**config.mk**
```make
export PLATFORM = sky130hd
export DESIGN_NAME = vote_collector
export DESIGN_NICKNAME = d
export VERILOG_FILES = /design/src/rtl/vote_collector.sv
export SDC_FILE = /design/constraint.sdc
export NUM_CORES = 1
export LEC_CHECK = 0
export ABC_AREA = 1
export CAP_MARGIN = 5
export CORE_ASPECT_RATIO = 1.2
export CORE_UTILIZATION = 40
export CTS_CLUSTER_SIZE = 12
export DETAILED_ROUTE_END_ITERATION = 6
export DONT_BUFFER_PORTS = 1
export HOLD_SLACK_MARGIN = 0.12
export MAX_ROUTING_LAYER = met4
export SYNTH_ARGS = -nofsm -noshare
export SYNTH_HDL_FRONTEND = slang
export SYNTH_SLANG_ARGS = --single-unit
export TNS_END_PERCENT = 30
```
**constraint.sdc**
```tcl
create_clock -name clk -period 3.9 [get_ports clk]
set_input_delay 0.78 -clock clk [delete_from_list [all_inputs] [get_ports clk]]
set_output_delay 0.78 -clock clk [all_outputs]
set_load 0.03 [all_outputs]
```
**src/rtl/vote_collector.sv**
```systemverilog
`default_nettype none
// ============================================================================
// Module      : vote_collector
// Description : Ballot front end for the 4-voter majority decision path.
//               A session opens on start, latches one vote per voter (first
//               valid vote wins) and closes when all four voters have voted
//               or TIMEOUT OPEN cycles have elapsed. The ballot and a one-hot
//               verdict are then offered on a valid/ready handshake.
// Ports       : clk, rst            - clock / synchronous active-high reset
//               start               - session open request (IDLE only)
//               vote_yes, vote_no   - per-voter vote pulses, bit i = voter i
//               busy                - high in OPEN and REPORT
//               voted               - voters whose vote has been latched
//               ballot              - latched votes, 1 = yes
//               result              - 001 fail, 010 tie, 100 pass
//               out_valid/out_ready - output handshake
// Revision    : 1.0 - initial release
// ============================================================================
module vote_collector #(
    parameter int TIMEOUT = 1000,
    parameter int CNT_W   = 16
) (
    input  logic       clk,
    input  logic       rst,
    input  logic       start,
    input  logic [3:0] vote_yes,
    input  logic [3:0] vote_no,
    output logic       busy,
    output logic [3:0] voted,
    output logic [3:0] ballot,
    output logic [2:0] result,
    output logic       out_valid,
    input  logic       out_ready
);

    localparam logic [1:0] S_IDLE   = 2'd0;
    localparam logic [1:0] S_OPEN   = 2'd1;
    localparam logic [1:0] S_REPORT = 2'd2;

    localparam logic [CNT_W-1:0] c_CNT_LAST = CNT_W'(TIMEOUT - 1);

    logic [1:0]       r_state;
    logic [CNT_W-1:0] r_cnt;
    logic             r_busy;
    logic [3:0]       r_voted;
    logic [3:0]       r_ballot;
    logic [2:0]       r_result;
    logic             r_out_valid;

    logic [3:0]       w_take;
    logic [3:0]       w_voted_nxt;
    logic [3:0]       w_ballot_nxt;
    logic [2:0]       w_yes_cnt;
    logic [2:0]       w_verdict;
    logic             w_close;

    // A vote is taken only from a voter that has not voted yet and only when
    // exactly one of yes/no is asserted; yes+no together is discarded.
    always_comb begin
        w_take       = ~r_voted & (vote_yes ^ vote_no);
        w_voted_nxt  = r_voted | w_take;
        w_ballot_nxt = (r_ballot & ~w_take) | (w_take & vote_yes);
        w_yes_cnt    = {2'b00, w_ballot_nxt[0]} + {2'b00, w_ballot_nxt[1]}
                     + {2'b00, w_ballot_nxt[2]} + {2'b00, w_ballot_nxt[3]};
        if (w_yes_cnt <= 3'd1) begin
            w_verdict = 3'b001;
        end else if (w_yes_cnt == 3'd2) begin
            w_verdict = 3'b010;
        end else begin
            w_verdict = 3'b100;
        end
        // Close decision uses the vote set including this cycle's pulses.
        w_close = (&w_voted_nxt) || (r_cnt == c_CNT_LAST);
    end

    always_ff @(posedge clk) begin
        if (rst) begin
            r_state     <= S_IDLE;
            r_cnt       <= '0;
            r_busy      <= 1'b0;
            r_voted     <= 4'b0000;
            r_ballot    <= 4'b0000;
            r_result    <= 3'b000;
            r_out_valid <= 1'b0;
        end else begin
            case (r_state)
                S_IDLE: begin
                    if (start) begin
                        r_state  <= S_OPEN;
                        r_busy   <= 1'b1;
                        r_voted  <= 4'b0000;
                        r_ballot <= 4'b0000;
                        r_cnt    <= '0;
                    end
                end
                S_OPEN: begin
                    r_voted  <= w_voted_nxt;
                    r_ballot <= w_ballot_nxt;
                    r_cnt    <= r_cnt + CNT_W'(1);
                    if (w_close) begin
                        r_state     <= S_REPORT;
                        r_result    <= w_verdict;
                        r_out_valid <= 1'b1;
                    end
                end
                S_REPORT: begin
                    if (out_ready) begin
                        r_state     <= S_IDLE;
                        r_out_valid <= 1'b0;
                        r_busy      <= 1'b0;
                    end
                end
                default: begin
                    r_state     <= S_IDLE;
                    r_busy      <= 1'b0;
                    r_out_valid <= 1'b0;
                end
            endcase
        end
    end

    assign busy      = r_busy;
    assign voted     = r_voted;
    assign ballot    = r_ballot;
    assign result    = r_result;
    assign out_valid = r_out_valid;

endmodule
`default_nettype wire

```
Yosys cells after proc, flatten, opt, wreduce, memory -nomap -nowiden
Index checks and enable logic that the tools add are counted.
{"block": "classes", "shifts": 0, "n_mux": 16, "div_mod_pow": 0, "multipliers": 0, "n_eq_ne": 7, "magnitude_cmp": 1, "bitwise_logic": 10, "reduce_logical": 9, "add_sub_neg": 4}
{"cell": "$pmux W16 S2", "count": 1}
{"cell": "$add A16 B1 Y16 const B", "count": 1}
{"cell": "$eq A16 B10 Y1 const B", "count": 1}
{"cell": "$mux W16", "count": 1}
{"cell": "$pmux W4 S2", "count": 2}
{"cell": "$and A4 B4 Y4", "count": 3}
{"cell": "$reduce_and A3 Y1", "count": 3}
{"cell": "$not A4 Y4", "count": 2}
{"cell": "$or A4 B4 Y4", "count": 2}
{"cell": "$mux W2", "count": 3}
{"cell": "$mux W3", "count": 2}
{"cell": "$ne A2 B2 Y1 const B", "count": 3}
{"cell": "$pmux W1 S3", "count": 2}
{"cell": "$pmux W2 S3", "count": 1}
{"cell": "$mux W4", "count": 1}
{"cell": "$reduce_and A2 Y1", "count": 2}
{"cell": "$reduce_and A4 Y1", "count": 1}
{"cell": "$xor A4 B4 Y4", "count": 1}
{"cell": "$add A2 B1 Y3", "count": 1}
{"cell": "$add A3 B1 Y3", "count": 1}
{"cell": "$eq A3 B2 Y1 const B", "count": 1}
{"cell": "$le A3 B1 Y1 const B", "count": 1}
{"cell": "$mux W1", "count": 3}
{"cell": "$add A1 B1 Y2", "count": 1}
{"cell": "other kinds (6)", "count": 7}
{"block": "totals", "mem_count": 0, "latchBits": 0, "romBits": 0, "in_bits": 12, "output_inout_bits": 13, "ff_bits": 31, "wordCells": 54, "ram_bits": 0}

Depth between registers and ports, before layout
Gate-level depths: netlist of the first run.
{"block": "logic_depth", "depth_word": 11, "ltp_mapped": 14, "depth_no_buf": 14}

Least setup slack after synthesis of the first run
Ideal clock, no wire load.
{"block": "synth_timing", "path_kind": "input to register", "startpoint": "input port vote_yes[1]", "endpoint": "register r_result[2], in the netlist result[2]", "arrival_time_ps": 2531, "setup_time_ps": 116, "path_stages": 13, "path_buffers": 0, "slack_ps": 1253, "required_ps": 3784, "path_cell_list": "inv_1 > nand2_1 > a21oi_1 > o22a_1 > fa_1 > ha_1 > ha_1 > inv_1 > nand2_1 > o21ai_0 > nor2_1 > nand3_1 > a21oi_1"}
{"block": "synth_between", "elab_chain_len": 11, "elab_cells_between_ends": 17, "cone_classes": "add/sub (3); order compare (1); eq/ne (1); mux (2); bitwise (7); reduce/logical (3)"}
{"element": "start: declaration", "line": "26", "rtl": "input logic [3:0] vote_yes,"}
{"element": "parallel branches: the longest is 11 deep, another holds $add A2 B1 Y3"}
{"element": "end signal: assignment", "line": "102", "rtl": "r_result <= w_verdict;"}
{"element": "end: declaration", "line": "47", "rtl": "logic [2:0] r_result;"}
Parallel ways; which one is timed is not known.
A chain may end at the register's enable or synchronous reset.

Final worst setup path of the first run
{"block": "layout_timing", "startpoint": "register r_voted[0], in the netlist voted[0]", "endpoint": "register r_result[0], in the netlist result[0]"}
{"block": "layout_between", "elab_chain_len": 10, "elab_cells_between_ends": 15, "cone_classes": "add/sub (3); order compare (1); mux (1); bitwise (7); reduce/logical (3)"}
{"element": "start: declaration", "line": "45", "rtl": "logic [3:0] r_voted;"}
{"element": "start signal: assignment", "line": "97", "rtl": "r_voted <= w_voted_nxt;"}
{"element": "$not A4 Y4", "line": "60", "rtl": "w_take = ~r_voted & (vote_yes ^ vote_no);"}
{"element": "$and A4 B4 Y4", "line": "60"}
{"element": "$not A4 Y4", "line": "62", "rtl": "w_ballot_nxt = (r_ballot & ~w_take) | (w_take & vote_yes);"}
{"element": "$and A4 B4 Y4", "line": "62"}
{"element": "$or A4 B4 Y4", "line": "62"}
{"element": "$add A1 B1 Y2", "line": "63", "rtl": "w_yes_cnt = {2'b00, w_ballot_nxt[0]} + {2'b00, w_ballot_nxt[1]}"}
{"element": "$add A2 B1 Y3", "line": "64", "rtl": "+ {2'b00, w_ballot_nxt[2]} + {2'b00, w_ballot_nxt[3]};"}
{"element": "$add A3 B1 Y3", "line": "64"}
{"element": "$le A3 B1 Y1", "line": "65", "rtl": "if (w_yes_cnt <= 3'd1) begin"}
{"element": "$mux W3", "line": "65"}
Several ways; a longest one is shown, not always the timed one.

==> results of run 1 <==
layout by cell type (no fill, tap or decap), drive strengths merged:
cell type and count:
nand2 56, inv 37, dfxtp 31, nor2 26, a21oi 25, nand3 16, o21ai 15, clkbuf 8
ha 5, nor3 5, o22a 4, o22ai 4, nand3b 3, a22oi 3, o31ai 1, nor3b 1
o311a 1, nand4 1, o21a 1, fa 1
flip-flops by register name, summed over array words and instances, names as in the netlist:
name / count
busy: 1
r_state: 2
ballot: 4
r_cnt: 16
result: 3
out_valid: 1
voted: 4
kinds of logic after synthesis:
| logic type | Yosys count | synth area share (%) |
|---|---|---|
| and+or+nand+nor | 108 | 29.48 |
| adders and majority gates | 6 | 4.828 |
| buffers and inverters | 43 | 11.19 |
| DFF | 31 | 36.28 |
| AOI/OAI and AO/OA | 54 | 18.21 |
cells in the mapped netlist, drive strengths merged:
master and number:
nand4 1, o31ai 1, a21oi 25, fa 1
buf 3, inv 37, nand2 56, nor3 5
ha 5, o22a 4, o311a 1, dfxtp 31
nand3b 3, nor3b 1, nor2 26, o22ai 4
clkbuf 2, o21a 1, nand3 16, dlygate4sd1 1
o21ai 15, a22oi 3
where the power goes:
group          internal, mW  switching [mW]
Combinational        0.0399          0.0770
Sequential            0.328          0.0264
Clock                 0.161           0.116
Total                 0.529           0.219
worst paths after layout:
check / endpoint / slack (ps) / cells after the start
worst max-delay path: result[0] / 1420 / 10
worst min-delay path: r_cnt[1] / 480 / 2
worst max register to register: result[0] / 1420 / 10
worst min register to register: r_cnt[1] / 480 / 2
critical path: stages, from the launching register on:
cell,delay (ps)
dfxtp_1,580
nor2_1,90
o22a_1,210
fa_1,480
ha_1,220
ha_1,270
inv_1,70
nand2_1,40
o21ai_0,200
nand3_1,110
a21oi_1,150
through the flow:
step	cells	area, um^2	setup slack (ps)	util (%)
after floorplan	242	1710	1253	-
after global placement	290	1730	1154	43.22
after detailed placement	290	1730	1133	43.22
after CTS	298	1831	1411	45.72
after global routing	298	1831	1189	45.72
final	298	1831	1421	45.72
final cells by class:
cell class | count | area (um^2) | area share (%)
Clock buffer | 8 | 100.1 | 5.468
Sequential cell | 31 | 620.6 | 33.90
Tap cell | 54 | 67.56 | 3.691
Multi-Input combinational cell | 168 | 898.4 | 49.08
Inverter | 37 | 143.9 | 7.861
metal layers:
| layer | vias to the layer above | GRT usage [%] |
|---|---|---|
| li1 | 799 | - |
| met5 | - | - |
| met3 | 5 | 5.986 |
| met2 | 27 | 30.35 |
| met1 | 669 | 22.13 |
| met4 | 0 | 6.667 |
==> results.txt, run 1 <==
Critical hold path startpoint: r_cnt[1]. After detailed routing, the number of vias per cell comes to 5.034. The worst setup path category is reg -> reg. The number of hold-repair buffers added at the cts stage came out at 0. Headroom to the max-slew limit came out at 69.78%. The tools report the initial cell density of the core as 42.72%. The global-route wire length before repair was 6147 um; the count of buffers added by post-CTS timing repair for setup was 0.

The routed design uses 130 um of met3 wire. In this run the biggest area consumer among cell types represents 36.28% of the synthesized area. Compared with the post-synthesis result, the final layout area differs by 7.023%. The clock passes through at most 2 buffers.

Buffers inserted during clock tree synthesis total 5. During placement, the flow inserted port buffers numbering 0. By area the synthesized netlist is led by dfxtp_1, nand2_1, a21oi_1. Global routing used 19.00% of the available tracks. Derived from the worst setup path, the maximum achievable clock frequency is 0.4033 GHz. For the number of cells produced by synthesis, the log shows 242. The I/O pin total is 25.

The run gives 748.0 uW as the overall power of the completed layout. At the pin with the least slew margin, the transition time is 452.9 ps. In this run the power density over the cells is 408.6 mW/mm^2. The worst-case IR drop observed on VDD is 189.5 uV. Summing the sequential cell areas from Yosys gives 36.28% of the chip area.

The biggest area contributor in the post-synthesis netlist is dfxtp_1. In this run, post-CTS repair resized a total of 0 instances. Fill cells in the final layout number 438. After clock tree synthesis, the clock-pin slew on the worst setup and hold paths is 60 ps.

The critical path starts at voted[0]. Dividing the detail-routed wire length by the instance count gives 11.92 um. The minimum period implied by the final worst setup slack was 2479 ps; the maximum fanout along the worst path was 5.

The met1 wire length is 1630 um. The later pin in the worst-skew pair is clocked with a latency of 280 ps. Summed over all nets, wire length on met2 after detailed routing comes to 1738 um. The number of violations reported at the end of detailed-routing iteration 0 came out at 72. For this run, design rule violations remaining after detail routing come to 0. The tools report the placer's final routability congestion estimate as 0.7827. The die width was 61.70 um; the net count after synthesis was 260. The total core area came out at 0.004004 mm^2. 0 antenna diodes ended up in the layout. Across the run, the number of max-cap violations was 0.

The final clock skew came out at 4.374 ps. The worst path uses 63.57% of the clock period. The highest metal layer with signal wires is met4.

The cell sitting at the root of the clock tree is a clkbuf_8. Leakage dissipation: 0.7300 nW. The tools report the tightest hold margin as 475.6 ps. The number of global-route vias before repair is 1431. Once detailed placement completed, the half-perimeter wirelength came to 2538 um. The worst setup path is captured at a register. In the final timing run, aggregate negative setup slack is 0 ps. The tools report the number of antenna violations at the first check in global routing as 0.

The detailed-route wire length is 3552 um, and the antenna violation net count after detailed routing is 0. The placement row count came out at 25. The clock drives 31 sinks. The synthesized netlist occupies a cell area of 0.001710 mm^2. The start of the worst register-to-register path was voted[0]. The remaining global-route overflow is 0. Of the cells placed in the final design, the portion with a size suffix greater than 1 is 7.377%.

The number of distinct library cell variants in the gate-level netlist after synthesis came out at 34. The run finished with clean final reports. The path class of the tightest hold or removal check is reg -> reg. The H-tree was split into 2 levels. Entering global routing, the biggest net connects 26 pins. The via count came out at 1500. In this run the mean area of a mapped cell was 7.068 um^2. The pre-antenna-repair detailed-routing pass consisted of 4 iterations.

Launching element type of the critical path: a register. The final layout contains 261 nets. Measured along the y axis, the die boundary spans 73.63 um. The total number of yosys warnings came out at 0. For the number of hold-slack violations in the final timing report, the log shows 0. Data on the critical path is required at its endpoint by 4110 ps. The tools report the arrival time reported for the critical path endpoint as 2690 ps. TritonCTS built the clock tree.

The floorplan step defined a die boundary enclosing 0.004543 mm^2. The final setup violation count was 0; the final-report max-slew violation count was 0. Setup repair after global routing left no endpoint under its margin. The number of synthesized register bits works out to 31.
Note: power is estimated with default switching activity, not from simulation.
==> run 2, diff against run 1 <==
ABC_AREA = 0   (was 1)
clock period = 2.25 ns   (was 3.9 ns; I/O delays follow)
==> run 2 against run 1 <==
The run now ends with setup timing left. Power up 90%. Design area up 5.7%. Synthesized area down 5.2%. Clock power up 110%. Combinational power up 120%. Worst setup slack worse by 1500 ps.
==> results.txt, run 2 <==
The flow ran to the end, but the final reports show violations. The final reports fail on setup timing. CTS placed an instance of clkbuf_8 at the clock tree root. Share of the synthesized area in the top cell type: 38.27% (+2.0 points). In the synthesized netlist, the cells that appear most often are dfxtp_1, nor2_1, nand2_1.

The share of post-route cells with drive strength above 1 is 21.43% (+14 points). Placement row count: 25 (unchanged). The most common cell in the netlist is dfxtp_1. Yosys attributes the largest share of cell area to dfxtp_1, nor2_1, nand2_1.

The vertical die dimension is 71.75 um (-2.6%). The global router's overall resource usage was 21.00% (+2.0 points). The maximum root-to-sink buffer count is 2 (unchanged), and the worst setup margin is -39.61 ps (-1460 ps). Number of iterations in the first detailed-routing pass: 4 (unchanged). The residual DRC count is 0 (unchanged), and the final-layout setup total negative slack is -39.61 ps (-39.61 ps). The number of CTS-inserted buffers was 5 (unchanged). For the setup slack after placement, the log shows -143.8 ps (-1277 ps). The remaining global-route overflow came out at 0 (unchanged). The number of global-route vias before repair was 1452 (+1.5%); the clock transition time at the flip-flop clock pins of the worst setup and hold paths was 70 ps (about the same).

The number of diodes is 0 (unchanged), and the transition at the pin with the smallest max-transition slack is 803.5 ps (+350.7 ps). For the arrival time reported for the critical path endpoint, the log shows 2510 ps (-180 ps). The register bank with the most flops was r_cnt. The initial cell density of the core was 41.47% (-1.2 points).

TritonCTS built the clock tree. The number of max-cap violations was 0 (unchanged); the number of clock sinks seen by CTS was 31 (unchanged). The I/O pin total came out at 25 (unchanged). Worst setup path category: reg -> reg. Among all flip-flop cells after synthesis, the most frequent one is dfxtp_1.

The die width is 60.12 um (-2.6%). The full die area is 0.004313 mm^2 (-5.0%). For the leakage dissipation, the log shows 0.7274 nW (-0.36%). The net count reported at finish is 227 (-13%). Overall power of the completed layout: 1.423 mW (+90%).

The run gives 0 (unchanged) as the number of hold-repair buffers added at the cts stage. The average size of a mapped cell is 8.190 um^2 (+16%). The tools report the total number of yosys warnings as 0 (unchanged). The net count after synthesis is 216 (-17%), and the clock latency on the worst-skew pair is 280 ps (about the same). The total power divided by cell area was 735.8 mW/mm^2 (+80%).

For the number of violations reported at the end of detailed-routing iteration 0, the log shows 56 (-22%). The launching element type of the critical path is a register. For the via count, the log shows 1473 (-1.8%). The path class of the lowest-slack min-delay path was in -> reg. The part of the cycle the worst path needs is 101.8% (+38 points), and the number of antenna violations at the first check in global routing is 0 (unchanged). Setup repair after global routing could not meet its margin everywhere.

The depth of the CTS H-tree came out at 2 (unchanged). Number of flip-flops under the largest register name: 16 (unchanged). Worst-case headroom to the max-slew limit: 46.30% (-23 points). Cell taking the most area after synthesis: dfxtp_1. Leaving out fill and tap cells, the most frequent cells in the layout are dfxtp_1, nor2_1, nand2_1. Maximum frequency from static timing analysis: 0.4368 GHz (+8.3%).

STA classifies the critical path endpoint as a register. Async set-reset flop share out of synthesis: 0% (unchanged). The cell area reported after detailed placement is 0.001759 mm^2 (+1.7%). The logs give 2470 ps (-1640 ps) for the critical path required time and 198 (-18%) for the number of cells produced by synthesis. The run gives 414.5 uV (+120%) as the worst voltage drop across the vdd grid.

The tools report the number of hold-slack violations in the final timing report as 0 (unchanged). Number of synthesized register bits: 31 (unchanged). The library cell used most frequently in the layout, excluding fill and tap cells, is dfxtp_1. The tools report the tightest hold margin as 227.4 ps (-248.2 ps).

The total core area is 0.003910 mm^2 (-2.3%), and the synthesis-to-layout area growth is 19.29%. The logs give 6534 um (+6.3%) for the global-route wire length before repair and 0 (unchanged) for the final-report max-slew violation count. The maximum fanout along the worst path works out to 4 (-1). The largest net degree at the start of global routing came out at 33 (+27%). The count of flip-flops with a built-in enable after synthesis is 0 (unchanged).

The post-synthesis sequential area ratio is 38.27% (+2.0 points). The run gives 1 (+1) as the final setup violation count. The half-perimeter wire length after placement was 2725 um (+7.4%); the minimum period implied by the final worst setup slack was 2290 ps (-189.7 ps). The post-detailed-route via-to-cell ratio is 5.580 (+11%). For the final clock skew, the log shows 1.353 ps (-3.021 ps). The placer's final routability congestion estimate was 0.8022 (+2.5%); the finished layout cell area was 0.001934 mm^2 (+5.7%). The antenna violation net count after detailed routing is 0 (unchanged).

The per-cell routed wire length was 14.91 um (+25%). The detailed-route wire length was 3935 um (+11%); the total of buffers placed on input and output ports was 0 (unchanged). The run gives 0.001622 mm^2 (-5.2%) as the synthesized area.

The number of filler cells placed in the layout came out at 387 (-12%). For the number of distinct library cell variants in the gate-level netlist after synthesis, the log shows 40 (+18%).
-- run 2: stage by stage --
| stage | cells | utilization, % |
|---|---|---|
| floorplan | 198 | - |
| global placement | 255 | 44.99 |
| detailed placement | 255 | 44.99 |
| CTS | 263 | 48.51 |
| global route | 264 | 49.47 |
| finish | 264 | 49.47 |
-- run 2: final cells by class --
type / instances / area, um^2 / area share [%]
repair buffers: 12 / 90.09 / 4.657
well taps: 54 / 67.56 / 3.493
clock inverters: 2 / 35.03 / 1.811
multi-input cells: 151 / 994.7 / 51.42
inverters: 8 / 30.03 / 1.552
clock buffers: 6 / 82.58 / 4.269
flip-flops and latches: 31 / 634.4 / 32.79
-- run 2: kinds of logic after synthesis --
kind of cell	count (synthesis)	synth area share, %
AOI/OAI and AO/OA	50	18.37
xor gates and xnor gates	5	2.700
adders and majority gates	6	5.093
buffers and inverters	16	3.780
DFF	31	38.27
muxes	5	3.472
and+or+nand+nor	85	28.32
-- run 2: worst paths after layout --
kind                                start   endpoint  slack, ps  depth (start not counted)
worst min register to register  ballot[1]  ballot[1]        490                          2
worst min-delay path                  rst   voted[0]        230                          1
worst max register to register   voted[3]  result[1]        -40                          9
worst max-delay path             voted[3]  result[1]        -40                          9
-- run 2: report_power, final --
part	internal [mW]	total (mW)	switching [mW]
registers	0.570	0.597	0.0280
clock network	0.358	0.570	0.212
logic	0.101	0.256	0.155
total	1.03	1.42	0.395
-- run 2: worst max-delay path, stage by stage (launching register included) --
cell,delay [ps]
dfxtp_4,360
nor2_1,50
o21ai_1,110
nand2_1,110
fa_1,590
ha_4,160
inv_2,60
ha_4,150
or4_4,520
a21oi_2,120
-- run 2: repair_timing --
item	CTS	global route
pin swaps	4	5
endpoints found under the setup margin	2	3
gates cloned	0	0
resized for setup	7	5
buffers inserted	0	1
-- run 2: metal layers --
metal / track usage (%) / wire length (um) / vias up
li1: - / - / 726
met1: 24.01 / 1588 / 702
met2: 33.70 / 2088 / 33
met3: 4.693 / 125 / 12
met4: 10.59 / 132 / 0
met5: - / 0 / -
